$ cat src/rtl/store_check_monitor.sv
// Store checker for the MIPS/FPU core: matches data-memory writes against a
// programmable table of expected (address, data) pairs, reporting pass/fail.

module store_check_entry #(
    parameter int ADDR_W = 32,
    parameter int DATA_W = 32
) (
    input  logic              clk,
    input  logic              reset,
    input  logic              we,
    input  logic [ADDR_W-1:0] cfg_addr,
    input  logic [DATA_W-1:0] cfg_data,
    input  logic [ADDR_W-1:0] dataadr,
    input  logic [DATA_W-1:0] writedata,
    output logic              addr_eq,
    output logic              data_eq
);
    logic [ADDR_W-1:0] exp_addr;
    logic [DATA_W-1:0] exp_data;

    always_ff @(posedge clk or posedge reset) begin
        if (reset) begin
            exp_addr <= '0;
            exp_data <= '0;
        end else if (we) begin
            exp_addr <= cfg_addr;
            exp_data <= cfg_data;
        end
    end

    assign addr_eq = (dataadr == exp_addr);
    assign data_eq = (writedata == exp_data);
endmodule

module store_check_monitor #(
    parameter int N_EXP   = 4,
    parameter int ADDR_W  = 32,
    parameter int DATA_W  = 32,
    parameter int TIMEOUT = 1000,
    parameter int ORDERED = 1,
    parameter int STRICT  = 0,
    localparam int IDX_W  = (N_EXP > 1) ? $clog2(N_EXP) : 1,
    localparam int CNT_W  = $clog2(N_EXP) + 1
) (
    input  logic              clk,
    input  logic              reset,
    input  logic              cfg_we,
    input  logic [IDX_W-1:0]  cfg_idx,
    input  logic [ADDR_W-1:0] cfg_addr,
    input  logic [DATA_W-1:0] cfg_data,
    input  logic [CNT_W-1:0]  cfg_count,
    input  logic              start,
    input  logic [1:0]        memwrite,
    input  logic [ADDR_W-1:0] dataadr,
    input  logic [DATA_W-1:0] writedata,
    output logic              busy,
    output logic              done,
    output logic              pass,
    output logic              fail,
    output logic [1:0]        fail_code,
    output logic [CNT_W-1:0]  hit_count
);
    localparam int TMR_W = (TIMEOUT > 0) ? $clog2(TIMEOUT + 1) : 1;

    typedef enum logic [1:0] {IDLE, ARMED, DONE} state_t;

    state_t            state;
    logic [N_EXP-1:0]  wr_en, addr_eq, data_eq, matched, hit_vec;
    logic [CNT_W-1:0]  cnt_q, cnt_in;
    logic [TMR_W-1:0]  timer, timer_nx;
    logic              cfg_ok, store, hit, fin, sfail, tmo;
    logic              cur_miss, later_hit, dup, any_amiss;
    logic [1:0]        scode;

    assign cfg_ok = cfg_we && (state != ARMED) && (32'(cfg_idx) < N_EXP);

    for (genvar g = 0; g < N_EXP; g++) begin : g_ent
        assign wr_en[g] = cfg_ok && (32'(cfg_idx) == g);
        store_check_entry #(.ADDR_W(ADDR_W), .DATA_W(DATA_W)) u_ent (
            .clk      (clk),
            .reset    (reset),
            .we       (wr_en[g]),
            .cfg_addr (cfg_addr),
            .cfg_data (cfg_data),
            .dataadr  (dataadr),
            .writedata(writedata),
            .addr_eq  (addr_eq[g]),
            .data_eq  (data_eq[g])
        );
    end

    // Only entries below the latched count take part in matching.
    always_comb begin
        hit_vec   = '0;
        hit       = 1'b0;
        sfail     = 1'b0;
        scode     = 2'd0;
        cur_miss  = 1'b0;
        later_hit = 1'b0;
        dup       = 1'b0;
        any_amiss = 1'b0;
        if (ORDERED != 0) begin
            for (int i = 0; i < N_EXP; i++) begin
                if (i < 32'(cnt_q)) begin
                    if (i == 32'(hit_count)) begin
                        hit_vec[i] = addr_eq[i] & data_eq[i];
                        cur_miss   = addr_eq[i] & ~data_eq[i];
                    end else if (i > 32'(hit_count)) begin
                        later_hit = later_hit | (addr_eq[i] & data_eq[i]);
                    end
                end
            end
            hit   = |hit_vec;
            sfail = (STRICT != 0) && (cur_miss || later_hit);
            scode = cur_miss ? 2'd2 : 2'd3;
        end else begin
            for (int i = 0; i < N_EXP; i++) begin
                if (i < 32'(cnt_q)) begin
                    if (!matched[i] && addr_eq[i] && data_eq[i] && !hit) begin
                        hit_vec[i] = 1'b1;
                        hit        = 1'b1;
                    end
                    dup       = dup | (matched[i] & addr_eq[i] & data_eq[i]);
                    any_amiss = any_amiss | (~matched[i] & addr_eq[i]);
                end
            end
            // A repeat of an already-matched store is ignored, never a mismatch.
            sfail = (STRICT != 0) && any_amiss && !hit && !dup;
            scode = 2'd2;
        end
    end

    assign store    = |memwrite;
    assign timer_nx = timer + TMR_W'(1);
    assign fin      = store && hit && (hit_count + CNT_W'(1) == cnt_q);
    assign tmo      = (TIMEOUT != 0) && (timer_nx == TMR_W'(TIMEOUT));
    assign cnt_in   = (32'(cfg_count) > N_EXP) ? CNT_W'(N_EXP) : cfg_count;

    always_ff @(posedge clk or posedge reset) begin
        if (reset) begin
            state     <= IDLE;
            cnt_q     <= '0;
            matched   <= '0;
            timer     <= '0;
            hit_count <= '0;
            busy      <= 1'b0;
            done      <= 1'b0;
            pass      <= 1'b0;
            fail      <= 1'b0;
            fail_code <= 2'd0;
        end else begin
            case (state)
                IDLE, DONE: begin
                    if (start) begin
                        cnt_q     <= cnt_in;
                        matched   <= '0;
                        timer     <= '0;
                        hit_count <= '0;
                        fail      <= 1'b0;
                        fail_code <= 2'd0;
                        if (cnt_in == '0) begin
                            state <= DONE;
                            busy  <= 1'b0;
                            done  <= 1'b1;
                            pass  <= 1'b1;
                        end else begin
                            state <= ARMED;
                            busy  <= 1'b1;
                            done  <= 1'b0;
                            pass  <= 1'b0;
                        end
                    end
                end
                ARMED: begin
                    timer <= timer_nx;
                    if (store && hit) begin
                        hit_count <= hit_count + CNT_W'(1);
                        matched   <= matched | hit_vec;
                    end
                    // Final hit beats a strict mismatch, which beats timeout.
                    if (fin) begin
                        state <= DONE;
                        busy  <= 1'b0;
                        done  <= 1'b1;
                        pass  <= 1'b1;
                    end else if (store && !hit && sfail) begin
                        state     <= DONE;
                        busy      <= 1'b0;
                        done      <= 1'b1;
                        fail      <= 1'b1;
                        fail_code <= scode;
                    end else if (tmo) begin
                        state     <= DONE;
                        busy      <= 1'b0;
                        done      <= 1'b1;
                        fail      <= 1'b1;
                        fail_code <= 2'd1;
                    end
                end
                default: state <= IDLE;
            endcase
        end
    end
endmodule
$ cat config.mk
export PLATFORM = sky130hd
export DESIGN_NAME = store_check_monitor
export DESIGN_NICKNAME = d
export VERILOG_FILES = /design/src/rtl/store_check_monitor.sv
export SDC_FILE = /design/constraint.sdc
export NUM_CORES = 1
export LEC_CHECK = 0
export BUFFER_PORTS_ARGS = -buffer_cell sky130_fd_sc_hd__buf_2
export CELL_PAD_IN_SITES_DETAIL_PLACEMENT = 1
export CELL_PAD_IN_SITES_GLOBAL_PLACEMENT = 2
export CORE_UTILIZATION = 41
export DETAILED_ROUTE_END_ITERATION = 7
export GPL_TIMING_DRIVEN = 0
export PLACE_DENSITY_LB_ADDON = 0.1
export SLEW_MARGIN = 40
export SYNTH_ARGS = -nofsm -noshare
export SYNTH_HDL_FRONTEND = slang
export SYNTH_HIERARCHICAL = 1
export SYNTH_SLANG_ARGS = --single-unit
$ cat constraint.sdc
create_clock -name clk -period 2.9 [get_ports clk]
set_input_delay 0.725 -clock clk [delete_from_list [all_inputs] [get_ports clk]]
set_output_delay 0.725 -clock clk [all_outputs]
set_load 0.03 [all_outputs]
After elaboration in Yosys (flattened, before gate mapping) --
Cells that the tools add are included.
Operators by class: shifts and indexed selects 0, divide/modulo/power cells 0, $add $sub $neg 2, $mul 0, magnitude comparators 5, bitwise gates (word level) 4, multiplexer cells 38, reduce and logical (&&, ||, !) cells 22, equal/unequal tests 25
Operators with widths (count):
- $eq 32x32->1 | 8
- $pmux 10 s2 | 1
- $mux 1 | 19
- $mux 2 | 7
- $add 10x1->10 const B | 1
- $eq 10x10->1 const B | 1
- $mux 10 | 1
- $ne 2x2->1 const B | 5
- $mux 3 | 3
- $reduce_and 3->1 | 3
- $pmux 1 s2 | 4
- $pmux 2 s2 | 2
- $logic_and 1x1->1 | 7
- $eq 2x2->1 const B | 3
- $eq 2x3->1 const A | 2
- $logic_not 3->1 | 2
- $lt 1x3->1 const A | 2
- $lt 2x3->1 const A | 2
- $pmux 3 s2 | 1
- $reduce_and 2->1 | 3
- $and 1x1->1 | 4
- $eq 2x1->1 const B | 2
- $logic_not 2->1 | 2
- $reduce_and 4->1 | 1
- 9 further kinds | 10
Storage, ports and cells: ROM bits 0, latch bits 0, input bits 139, register bits after elaboration 280, RAM bits 0, memories 0, output and inout bits 9

Logic depth before layout (Yosys ltp) --
Gate-level depths: netlist (run 1).
depth after elaboration 9, mapped depth 9

By module --
Netlist (run 1), hierarchy kept.
By module, submodules not included:
- store_check_entry | sequential area each 1601.5 sq um, area an instance 3094.2 sq um, instances 4, cells each 222
- store_check_monitor | sequential area each 550.5 sq um, area an instance 1351.3 sq um, instances 1, cells each 151

Least setup slack after synthesis (run 1) --
Ideal clock, no wire load.
kind in2reg, start point input port dataadr[31], end point register hit_count[1], data arrival time 2.275 ns, cell stages on the path 9, slack 0.500 ns, library setup time 0.125 ns, required time 2.775 ns, path through xor2_1 -> nor4_1 -> nand4_1 -> nor2_1 -> nand4b_1 -> o21ai_0 -> o22a_1 -> and2_1 -> mux2_2
On the way: longest elaborated chain between the ends 8, elaborated cells on any way between the ends 20, classes of those cells eq/ne: 5; mux: 8; bitwise: 4; reduce/logical: 3
RTL lines:
- start, declared | line 54 | input logic [ADDR_W-1:0] dataadr,
- $eq 32x32->1 | line 31 | assign addr_eq = (dataadr == exp_addr);
- named net addr_eq[2] | line 68 | logic [N_EXP-1:0] wr_en, addr_eq, data_eq, matched, hit_vec;
- $and 1x1->1
- $mux 1 | line 105 | if (i == 32'(hit_count)) begin
- $mux 1 | line 104 | if (i < 32'(cnt_q)) begin
- $reduce_or 4->1 | line 113 | hit = |hit_vec;
- $logic_and 1x1->1 | line 176 | if (store && hit) begin
- $ne 2x2->1 (no line)
- $reduce_and 3->1 (no line)
- end signal, assigned | line 177 | hit_count <= hit_count + CNT_W'(1);
- end, declared | line 61 | output logic [CNT_W-1:0] hit_count
The timed path passes the listed nets, and every way through them passes these cells. A chain may end at the register's enable or synchronous reset.

Worst setup path after layout (run 1) --
start point register g_ent[1].u_ent.exp_addr[23], end point register hit_count[1]
On the way: longest elaborated chain between the ends 8
RTL lines:
- start, declared | line 18 | logic [ADDR_W-1:0] exp_addr;
- start signal, assigned | line 26 | exp_addr <= cfg_addr;
- $eq 32x32->1 | line 31
- named net addr_eq[1] | line 68
- $and 1x1->1
- $mux 1 | line 105
- $mux 1 | line 104
- $reduce_or 4->1 | line 113
- $logic_and 1x1->1 | line 176
- $ne 2x2->1 (no line)
- $reduce_and 3->1 (no line)
The timed path passes the listed nets, and every way through them passes these cells.

==> results of run 1 <==
==> power by group through the flow <==
stage	Combinational, W	Sequential (W)	Clock (W)
2_1_floorplan	0.00354	0.00687	0
3_3_place_gp	0.00452	0.00713	0
3_5_place_dp	0.00464	0.00720	0
4_1_cts	0.00470	0.00716	0.00426
5_1_grt	0.00516	0.00741	0.00444
6_report	0.00469	0.00714	0.00414
==> stage by stage <==
stage / hold slack (ns) / instances / power (W) / setup TNS [ns]
final: 0.295 / 1695 / 0.0160 / 0
after floorplan: 0.451 / 1039 / 0.0104 / 0
after CTS: 0.292 / 1691 / 0.0161 / 0
after global placement: 0.486 / 1627 / 0.0117 / -271.80
after detailed placement: 0.488 / 1631 / 0.0118 / -2.18
after global routing: 0.300 / 1691 / 0.0170 / -0.0171
==> sequential cells by signal, summed over array words and instances (netlist names) <==
| register | flops |
|---|---|
| g_ent.u_ent/exp_addr | 128 |
| g_ent.u_ent/exp_data | 128 |
| timer | 10 |
| cnt_q | 3 |
| hit_count | 3 |
| state | 2 |
| busy | 1 |
| done | 1 |
| fail_code | 1 |
| pass | 1 |
==> per-layer routing <==
layer / GRT usage [%] / vias to the layer above
li1: - / 4039
met1: 29.2 / 4460
met2: 38.0 / 158
met3: 3.91 / 64
met4: 6.61 / 6
met5: 0 / -
==> logic make-up (layout without fill, tap and decap cells) <==
family	count (synthesis)	count (layout)	synth area share, %
and+or+nand+nor	149	149	6.20
xor gates and xnor gates	261	261	16.7
DFF	278	278	50.7
muxes	260	260	21.3
other	1	5	0.0273
AOI/OAI and AO/OA	39	39	1.90
adders and majority gates	6	6	0.547
buffers and inverters	45	255	2.71
==> cell usage in the layout, fill, tap and decap left out, types with 10 or more instances in the layout <==
cell,Yosys,routed
buf_2,0,146
buf_6,24,24
clkbuf_16,0,35
dfrtp_1,278,278
mux2_2,257,257
nand2_1,16,16
nand4_1,19,19
nor2_1,21,18
nor4_1,64,54
nor4_2,0,10
o21ai_0,19,19
xor2_1,259,259
==> critical path: cells and delay by family (launching register included) <==
kind	cells	cell delay [ns]
XOR/XNOR	1	0.19
flip-flops	1	0.39
AND/OR/NAND/NOR	5	1.35
AO/OA/AOI/OAI	2	0.41
multiplexers	1	0.35
==> final cells by class <==
type	count	area (sq um)	area share, %
sequential	278	6960	42.7
multi-input combinational	716	6470	39.7
clock buffer	48	995	6.11
timing repair buffer	150	818	5.02
tap	442	553	3.40
buffer	34	330	2.03
clock inverter	12	93.8	0.576
inverter	11	61.3	0.376
antenna	4	10.0	0.0615
==> cells in the mapped netlist (2+ instances only) <==
cell	n	share of area, %
dfrtp_1	278	51
xor2_1	259	17
mux2_2	257	21
nor4_1	64	2.9
buf_6	24	2.0
nor2_1	21	0.57
nand4_1	19	0.87
o21ai_0	19	0.69
nand2_1	16	0.44
inv_1	11	0.30
a21oi_1	6	0.22
buf_4	6	0.33
ha_1	6	0.55
nand3_1	6	0.22
nand2b_1	4	0.18
a22o_1	3	0.19
a31oi_1	3	0.14
and3_1	3	0.14
clkbuf_1	3	0.082
mux2i_1	3	0.22
nand4b_1	3	0.19
nor2b_1	2	0.091
nor3_1	2	0.073
xnor2_1	2	0.13
==> repair_timing <==
item / 4_1_cts / 5_1_grt
endpoints found under the setup margin: 1 / 3
pin swaps: 0 / 1
gates resized for setup: 3 / 10
==> worst paths after layout <==
check	depth (start not counted)	startpoint	slack, ns	to
max in group asynchronous	3	reset	1.96	g_ent[3].u_ent/exp_addr[12]
worst min-delay path	2	reset	0.30	g_ent[1].u_ent/exp_data[25]
min in group clk	3	cfg_count[2]	0.48	cnt_q[2]
worst max-delay path	9	g_ent[1].u_ent/exp_addr[23]	0.07	hit_count[1]
worst max register to register	9	g_ent[1].u_ent/exp_addr[23]	0.07	hit_count[1]
worst min register to register	1	timer[9]	0.50	timer[9]
==> run metrics, run 1 <==
Layout Area Growth over Synthesis=18.6%; I/O Pins=148; number of max-cap violations=0; GR Util All Layers=22.4%; skew final=around 0.016 ns; Worst VDD drop=0.453 mV; synthesized area=0.0137 sq mm; EDFF count, synth=0; kind of critical path=flip-flop to flip-flop; NetSw=between 0.005 and 0.006 W; layout cells sized above 1=about two fifths; Final period util=97.5%; final setup vio count=0; Worst EP required=roughly 3.3 ns; Post-Route WL=about 37 mm; Max Buffers Root-to-Sink=3; metal2 WL=18.0 mm; nets=about 1400; P_int=0.0109 W; GR Overflow Total=0; clock root cell=clkbuf_16; synth warn=6; Pwr per Cell Area=981 mW/mm^2; Synth Flop Type=dfrtp_1; FFs w/ async S/R, synth=100%; CTS sink count=roughly 280; CP Max Fanout=4; minimum clock period=between 2 and 3 ns; Final WS setup=0.0720 ns; Critical Path Source Type=flip-flop; Pre-Repair DR Iteration Count=4; cts hold-fix bufs=0; Place WS=-0.494 ns; fill cell instance count of the final layout=approximately 3400; initial drt markers=329; slowest CP cell=nor4_2; die area=0.0342 sq mm; critical path arrival=3.21 ns; IO buf count=146; final core occ=49.8%; setup bufs post-CTS=0; worst slew pin tran=about 0.7 ns; FP Rows=66; CP Cell Sequence=xor2_1 -> nor4_2 -> nand4_1 -> nor2_2 -> nand4b_1 -> o22ai_1 -> o22a_1 -> and2_1 -> mux2_2; final hold vios=0; first-pass GRT wire length=57.1 mm; initial core utilization=42.0%; Final Cell Area=0.0163 sq mm; largest net degree at the start of global routing=46; die width=185 um; vias per cell=5.15; Synth Instances=between 1000 and 1500; Worst setup EP type=flip-flop; Placed Area=approximately 0.015 sq mm; vias in the first global route=roughly 9700; DR WL met3=1.41 mm; Residual DRC=0; Hold WC Path Type=primary input to async pin; Clk Latency, worst-skew pair=0.51 ns; TritonCTS Buffers=34; combinational fraction of design power=29.3%; sequential power share=between 40% and 50%; Rel. slew slack=about 53%; core area=0.0327 sq mm; Routed wire per std cell=21.7 um; synthesized flop and latch total=278; Synth cell types=43; initial antenna violation count=6; power share of the clock group=25.9%; Post-Route M1 WL=16.4 mm; GP Congestion=~0.79; Die Y=185 um; CTS tree=done; sequential share of the synthesized area=between 50% and 60%; via count=around 8700; cell leakage power=7.18 nW; Final Slew Violations=0; Max Used Layer=met5; Post-DRT Antenna Nets=0; switching share of power=31.8%; HPWL after DPL=between 20 and 30 mm; Fmax=354 MHz; status=finished, final reports clean; mean post-synth cell area=between 10 and 15 sq um; max incr delay on CP=slightly above 0.4 ns; Reg clk slew, reported paths=about 0.05 ns; total nets after synthesis=~1200; htree depth=2
No activity file was read; power rests on OpenSTA's default activity.
==> run 2: changes to the inputs <==
- CTS_BUF_LIST: default -> sky130_fd_sc_hd__clkbuf_8 sky130_fd_sc_hd__clkbuf_16
==> run 2 against run 1 <==
Wire length hardly changed. Sequential share of layout area unchanged. Critical endpoint unchanged. Hold slack about the same. Critical path type unchanged. Largest power group unchanged.
==> run metrics, run 2 (synthesized netlist as in run 1, its figures left out) <==
GR Util All Layers=22.4% (unchanged); initial core utilization=42.0% (unchanged); final setup vio count=0 (unchanged); most frequent cells in the layout=dfrtp_1 (278), xor2_1 (259), mux2_2 (257); number of max-cap violations=0 (unchanged); I/O Pins=148 (unchanged); Final Slew Violations=0 (unchanged); Worst EP required=3.28 ns (about the same); largest net degree at the start of global routing=46 (unchanged); skew final=0.0158 ns (+0.000161 ns); sum of buffers and inverters on the critical path=0 (unchanged); IO buf count=146 (unchanged); Worst VDD drop=0.453 mV (about the same); max incr delay on CP=0.41 ns (about the same); worst reg2reg path endpoint=hit_count[1]; CTS sink count=278 (unchanged); Post-Route WL=36.8 mm (about the same); Fmax=354 MHz (about the same); HPWL after DPL=26.2 mm (unchanged); initial drt markers=327 (-0.61%); vias in the first global route=9674 (unchanged); die width=185 um (unchanged); GR Overflow Total=0 (unchanged); core area=0.0327 sq mm (unchanged); Hold WC Path Type=primary input to async pin; cell leakage power=7.20 nW (+0.35%); Placed Area=0.0151 sq mm (unchanged); CP Cell Sequence=xor2_1 -> nor4_2 -> nand4_1 -> nor2_2 -> nand4b_1 -> o22ai_1 -> o22a_1 -> and2_1 -> mux2_2; CP Max Fanout=4 (unchanged); Place WS=-0.494 ns (unchanged); kind of critical path=flip-flop to flip-flop; setup_tns=0 ns (unchanged); initial antenna violation count=6 (unchanged); nets=1370 (unchanged); GP Congestion=0.795 (unchanged); Layout Area Growth over Synthesis=18.6% (unchanged); Max Buffers Root-to-Sink=3 (unchanged); Final Cell Area=0.0163 sq mm (unchanged); die area=0.0342 sq mm (unchanged); Rel. slew slack=53.2% (about the same); slowest CP cell=nor4_2; Residual DRC=0 (unchanged); area occupied by multi-input gates=0.00647 sq mm (unchanged); reg-to-reg critical path startpoint=g_ent[1].u_ent/exp_addr[23]; Die Y=185 um (unchanged); minimum clock period=2.83 ns (+0.000572 ns); clock root cell=clkbuf_16; sequential cell area=0.00696 sq mm (unchanged); first-pass GRT wire length=57.1 mm (unchanged); Clk Latency, worst-skew pair=0.51 ns (about the same); final core occ=49.8% (unchanged); FP Rows=66 (unchanged); status=finished, final reports clean; critical path arrival=3.21 ns (about the same); Post-DRT Antenna Nets=0 (unchanged); TritonCTS Buffers=34 (unchanged); CP startpoint=g_ent[1].u_ent/exp_addr[23]; via count=8726 (-0.011%); Critical Path Source Type=flip-flop; htree depth=2 (unchanged); Reg2Reg Setup Slack=0.07 ns (about the same); R2R depth=9 (unchanged); CTS tree=done; family with the most delay on the worst path=simple AND/OR/NAND/NOR gates; worst slew pin tran=0.700 ns (-0.000000417 ns); Routed wire per std cell=21.7 um (about the same); layout cells sized above 1=41.3% (unchanged); Final WS setup=0.0714 ns (-0.000572 ns); biggest regs=g_ent.u_ent/exp_addr x128, g_ent.u_ent/exp_data x128, timer x10; fill cell instance count of the final layout=3396 (unchanged); Reg clk slew, reported paths=0.05 ns (about the same); Pre-Repair DR Iteration Count=4 (unchanged); Design Power=0.0159 W (-0.14%); Worst setup EP type=flip-flop; vias per cell=5.15 (about the same); Pwr per Cell Area=979 mW/mm^2 (-0.14%); Final period util=97.5% (about the same); most common cell after layout, fill and taps aside=dfrtp_1; final hold vios=0 (unchanged)
## run 2: cell types whose count changed in the layout (fill, tap and decap cells not counted), sizes merged
cell and delta:
clkbuf -6, inv +6
## run 2: cell type report
type                       count  area share (%)
sequential                   278            42.7
multi-input combinational    716            39.7
clock buffer                  42            5.97
timing repair buffer         150            5.02
tap                          442            3.40
buffer                        34            2.03
clock inverter                18           0.714
inverter                      11           0.376
antenna                        4          0.0615
## run 2: how the worst max path moves through the flow
| stage | endpoint | cells after the start | slack (ns) |
|---|---|---|---|
| 2_1_floorplan | hit_count[1] | 9 | 0.50 |
| 3_3_place_gp | g_ent[0].u_ent/exp_addr[14] | 2 | -1.11 |
| 3_5_place_dp | hit_count[1] | 10 | -0.49 |
| 4_1_cts | hit_count[1] | 9 | 0.02 |
| 5_1_grt | hit_count[1] | 9 | -0.02 |
| 6_report | hit_count[1] | 9 | 0.07 |
## run 2: routing by layer
layer	track usage (%)	vias up	part of all wire (%)
met5	0	-	0.081
met4	6.61	6	2.6
met3	3.91	64	3.8
met2	38.0	158	49
met1	29.2	4459	45
li1	-	4039	-
## run 2: stage by stage
stage | std cells | hold slack, ns
after floorplan | 1039 | 0.451
final | 1695 | 0.295
after global routing | 1691 | 0.300
after CTS | 1691 | 0.292
after global placement | 1627 | 0.486
after detailed placement | 1631 | 0.488
## run 2: worst reg2reg max path: cells and delay by family, from the launching register on
family / cells / cell delay (ns)
flip-flops: 1 / 0.39
XOR/XNOR: 1 / 0.19
AND/OR/NAND/NOR: 5 / 1.35
multiplexers: 1 / 0.35
AO/OA/AOI/OAI: 2 / 0.41
## run 2: where the power goes
group | leakage [nW] | internal [W] | switching (W)
Clock | 0.564 | 0.00246 | 0.00166
Combinational | 3.29 | 0.00262 | 0.00206
Sequential | 3.34 | 0.00578 | 0.00136
Total | 7.20 | 0.0109 | 0.00508
## run 2: timing repair
action / in CTS / in global routing
resized for setup: 3 / 10
pin swaps: 0 / 1
hold buffers: 0 / 0
buffers inserted: 0 / 0
setup endpoints to repair: 1 / 3
==> run 3: changes to the inputs <==
- REMOVE_ABC_BUFFERS: default -> 1
==> run 3 against run 2 <==
Sequential cell count unchanged. First-iteration DRC count decreased by 16%. Maximum frequency increased by 2.8%. Clock power decreased by 2%. Utilization increased by 0.23 points. Sequential power about the same. Highest routed layer unchanged.
==> run metrics, run 3 (synthesized netlist as in run 1, its figures left out) <==
biggest regs=g_ent.u_ent/exp_addr x128, g_ent.u_ent/exp_data x128, timer x10; final hold vios=0 (unchanged); nets=1353 (-1.2%); Final period util=94.9% (-2.7 points); clock root cell=clkbuf_16; CP Max Fanout=4 (unchanged); Max Buffers Root-to-Sink=3 (unchanged); max incr delay on CP=0.46 ns (+0.05 ns); Worst setup EP type=flip-flop; FP Rows=66 (unchanged); HPWL after DPL=25.1 mm (-4.0%); final setup vio count=0 (unchanged); Die Y=185 um (unchanged); Hold WC Path Type=primary input to async pin; area occupied by multi-input gates=0.00653 sq mm (+0.91%); Reg2Reg Setup Slack=0.15 ns (+0.08 ns); die area=0.0342 sq mm (unchanged); Critical Path Source Type=flip-flop; Routed wire per std cell=20.5 um (-5.7%); kind of critical path=flip-flop to flip-flop; reg-to-reg critical path startpoint=g_ent[2].u_ent/exp_data[25]; via count=8583 (-1.6%); TritonCTS Buffers=34 (unchanged); WHS=0.282 ns (-0.0135 ns); CP startpoint=g_ent[2].u_ent/exp_data[25]; vias per cell=5.12 (-0.58%); most common cell after layout, fill and taps aside=dfrtp_1; initial core utilization=42.0% (unchanged); non-filler instance count after layout=1677 (-1.1%); Worst EP required=3.28 ns (about the same); vias in the first global route=9505 (-1.7%); Post-DRT Antenna Nets=0 (unchanged); DR WL met3=1.34 mm (-4.5%); CTS sink count=278 (unchanged); core area=0.0327 sq mm (unchanged); worst reg2reg path endpoint=hit_count[1]; IO buf count=146 (unchanged); htree depth=2 (unchanged); metal2 WL=16.7 mm (-7.3%); Residual DRC=0 (unchanged); die width=185 um (unchanged); Reg clk slew, reported paths=0.06 ns (about the same); Layout Area Growth over Synthesis=19.2%; CP Cell Sequence=xor2_1 -> nor4_2 -> nand4_1 -> nor2_1 -> nand4b_1 -> o21ai_0 -> o22a_1 -> and2_1 -> mux2_2; layout cells sized above 1=40.9% (-0.42 points); Final Slew Violations=0 (unchanged); Fmax=364 MHz (+2.8%); placed insts=1614 (-1.0%); CTS tree=done; minimum clock period=2.75 ns (-0.0777 ns); status=finished, final reports clean; I/O Pins=148 (unchanged); Max Used Layer=met5; GR Util All Layers=21.0% (-1.4 points); setup_tns=0 ns (unchanged); RSZ-0062 raised after global routing=false; GP Congestion=0.738 (-7.1%); Pre-Repair DR Iteration Count=4 (unchanged); Design Power=0.0159 W (-0.62%); Post-Route WL=34.3 mm (-6.7%); fill cell instance count of the final layout=3346 (-1.5%); Pwr per Cell Area=969 mW/mm^2 (-1.1%); worst slew pin tran=0.687 ns (-0.0136 ns); GR Overflow Total=0 (unchanged); Worst VDD drop=0.446 mV (-1.6%); initial drt markers=274 (-16%); initial antenna violation count=8 (+2); critical path arrival=3.14 ns (-0.07 ns); most frequent cells in the layout=dfrtp_1 (278), xor2_1 (259), mux2_2 (257); first-pass GRT wire length=54.5 mm (-4.5%); slowest CP cell=nor4_2; Rel. slew slack=54.1% (+0.91 points); largest net degree at the start of global routing=48 (+4.3%); sequential cell area=0.00696 sq mm (unchanged); Post-Route M1 WL=15.7 mm (-4.2%); end point of the critical path=hit_count[1]; R2R depth=9 (unchanged); skew final=0.0142 ns (-0.00167 ns); cell leakage power=7.19 nW (-0.14%); number of max-cap violations=0 (unchanged); Clk Latency, worst-skew pair=0.51 ns (about the same)
==> run 3: cell count changes in the layout (fill, tap and decap cells not counted), sizes merged <==
cell,before,now
clkinvlp,2,0
clkinv,8,2
buf,181,167
clkbuf,45,41
inv,18,25
diode,4,5
==> run 3: what timing repair did <==
| action | CTS | global route |
|---|---|---|
| setup buffers | 0 | 0 |
| resized for setup | 4 | 12 |
| endpoints found under the hold margin | 0 | 0 |
| hold buffers | 0 | 0 |
| setup endpoints to repair | 1 | 23 |
==> run 3: worst min path at each step <==
stage / from / end / cells after the start
6_report: reset / g_ent[1].u_ent/exp_addr[3] / 2
5_1_grt: reset / g_ent[1].u_ent/exp_addr[21] / 2
4_1_cts: reset / g_ent[1].u_ent/exp_addr[21] / 2
3_5_place_dp: timer[9] / timer[9] / 1
3_3_place_gp: timer[9] / timer[9] / 1
2_1_floorplan: timer[9] / timer[9] / 1
==> run 3: final cells by class <==
| cell class | count | share of cell area [%] |
|---|---|---|
| flip-flops and latches | 278 | 42.5 |
| multi-input cells | 716 | 39.9 |
| repair buffers | 167 | 7.26 |
| clock buffers | 41 | 5.86 |
| well taps | 442 | 3.38 |
| clock inverters | 17 | 0.627 |
| inverters | 11 | 0.375 |
| diodes | 5 | 0.0765 |
==> run 3: per-stage QoR <==
step                cell area [sq um]  setup slack (ns)  util, %
floorplan                       13400             -1.21        -
global placement                14700             -4.27     44.9
detailed placement              15200            -0.536     46.4
CTS                             16300           0.00295     49.8
global route                    16400           0.00149     50.0
finish                          16400             0.149     50.0
==> run 3: critical path: cells and delay by family (launching register included) <==
family / cells / cell delay [ns]
AO/OA/AOI/OAI: 2 / 0.50
XOR/XNOR: 1 / 0.18
flip-flops: 1 / 0.39
multiplexers: 1 / 0.35
AND/OR/NAND/NOR: 5 / 1.20
==> run 3: power by group <==
part | internal [W] | total (W) | switching [W] | leakage (nW)
registers | 0.00578 | 0.00712 | 0.00133 | 3.34
clock network | 0.00242 | 0.00404 | 0.00162 | 0.569
logic | 0.00265 | 0.00469 | 0.00204 | 3.28
==> run 3: per-layer routing <==
metal / global-route usage [%] / up-vias
met3: 3.78 / 43
li1: - / 4012
met2: 35.0 / 129
met1: 28.3 / 4391
met4: 4.86 / 8
met5: 0 / -
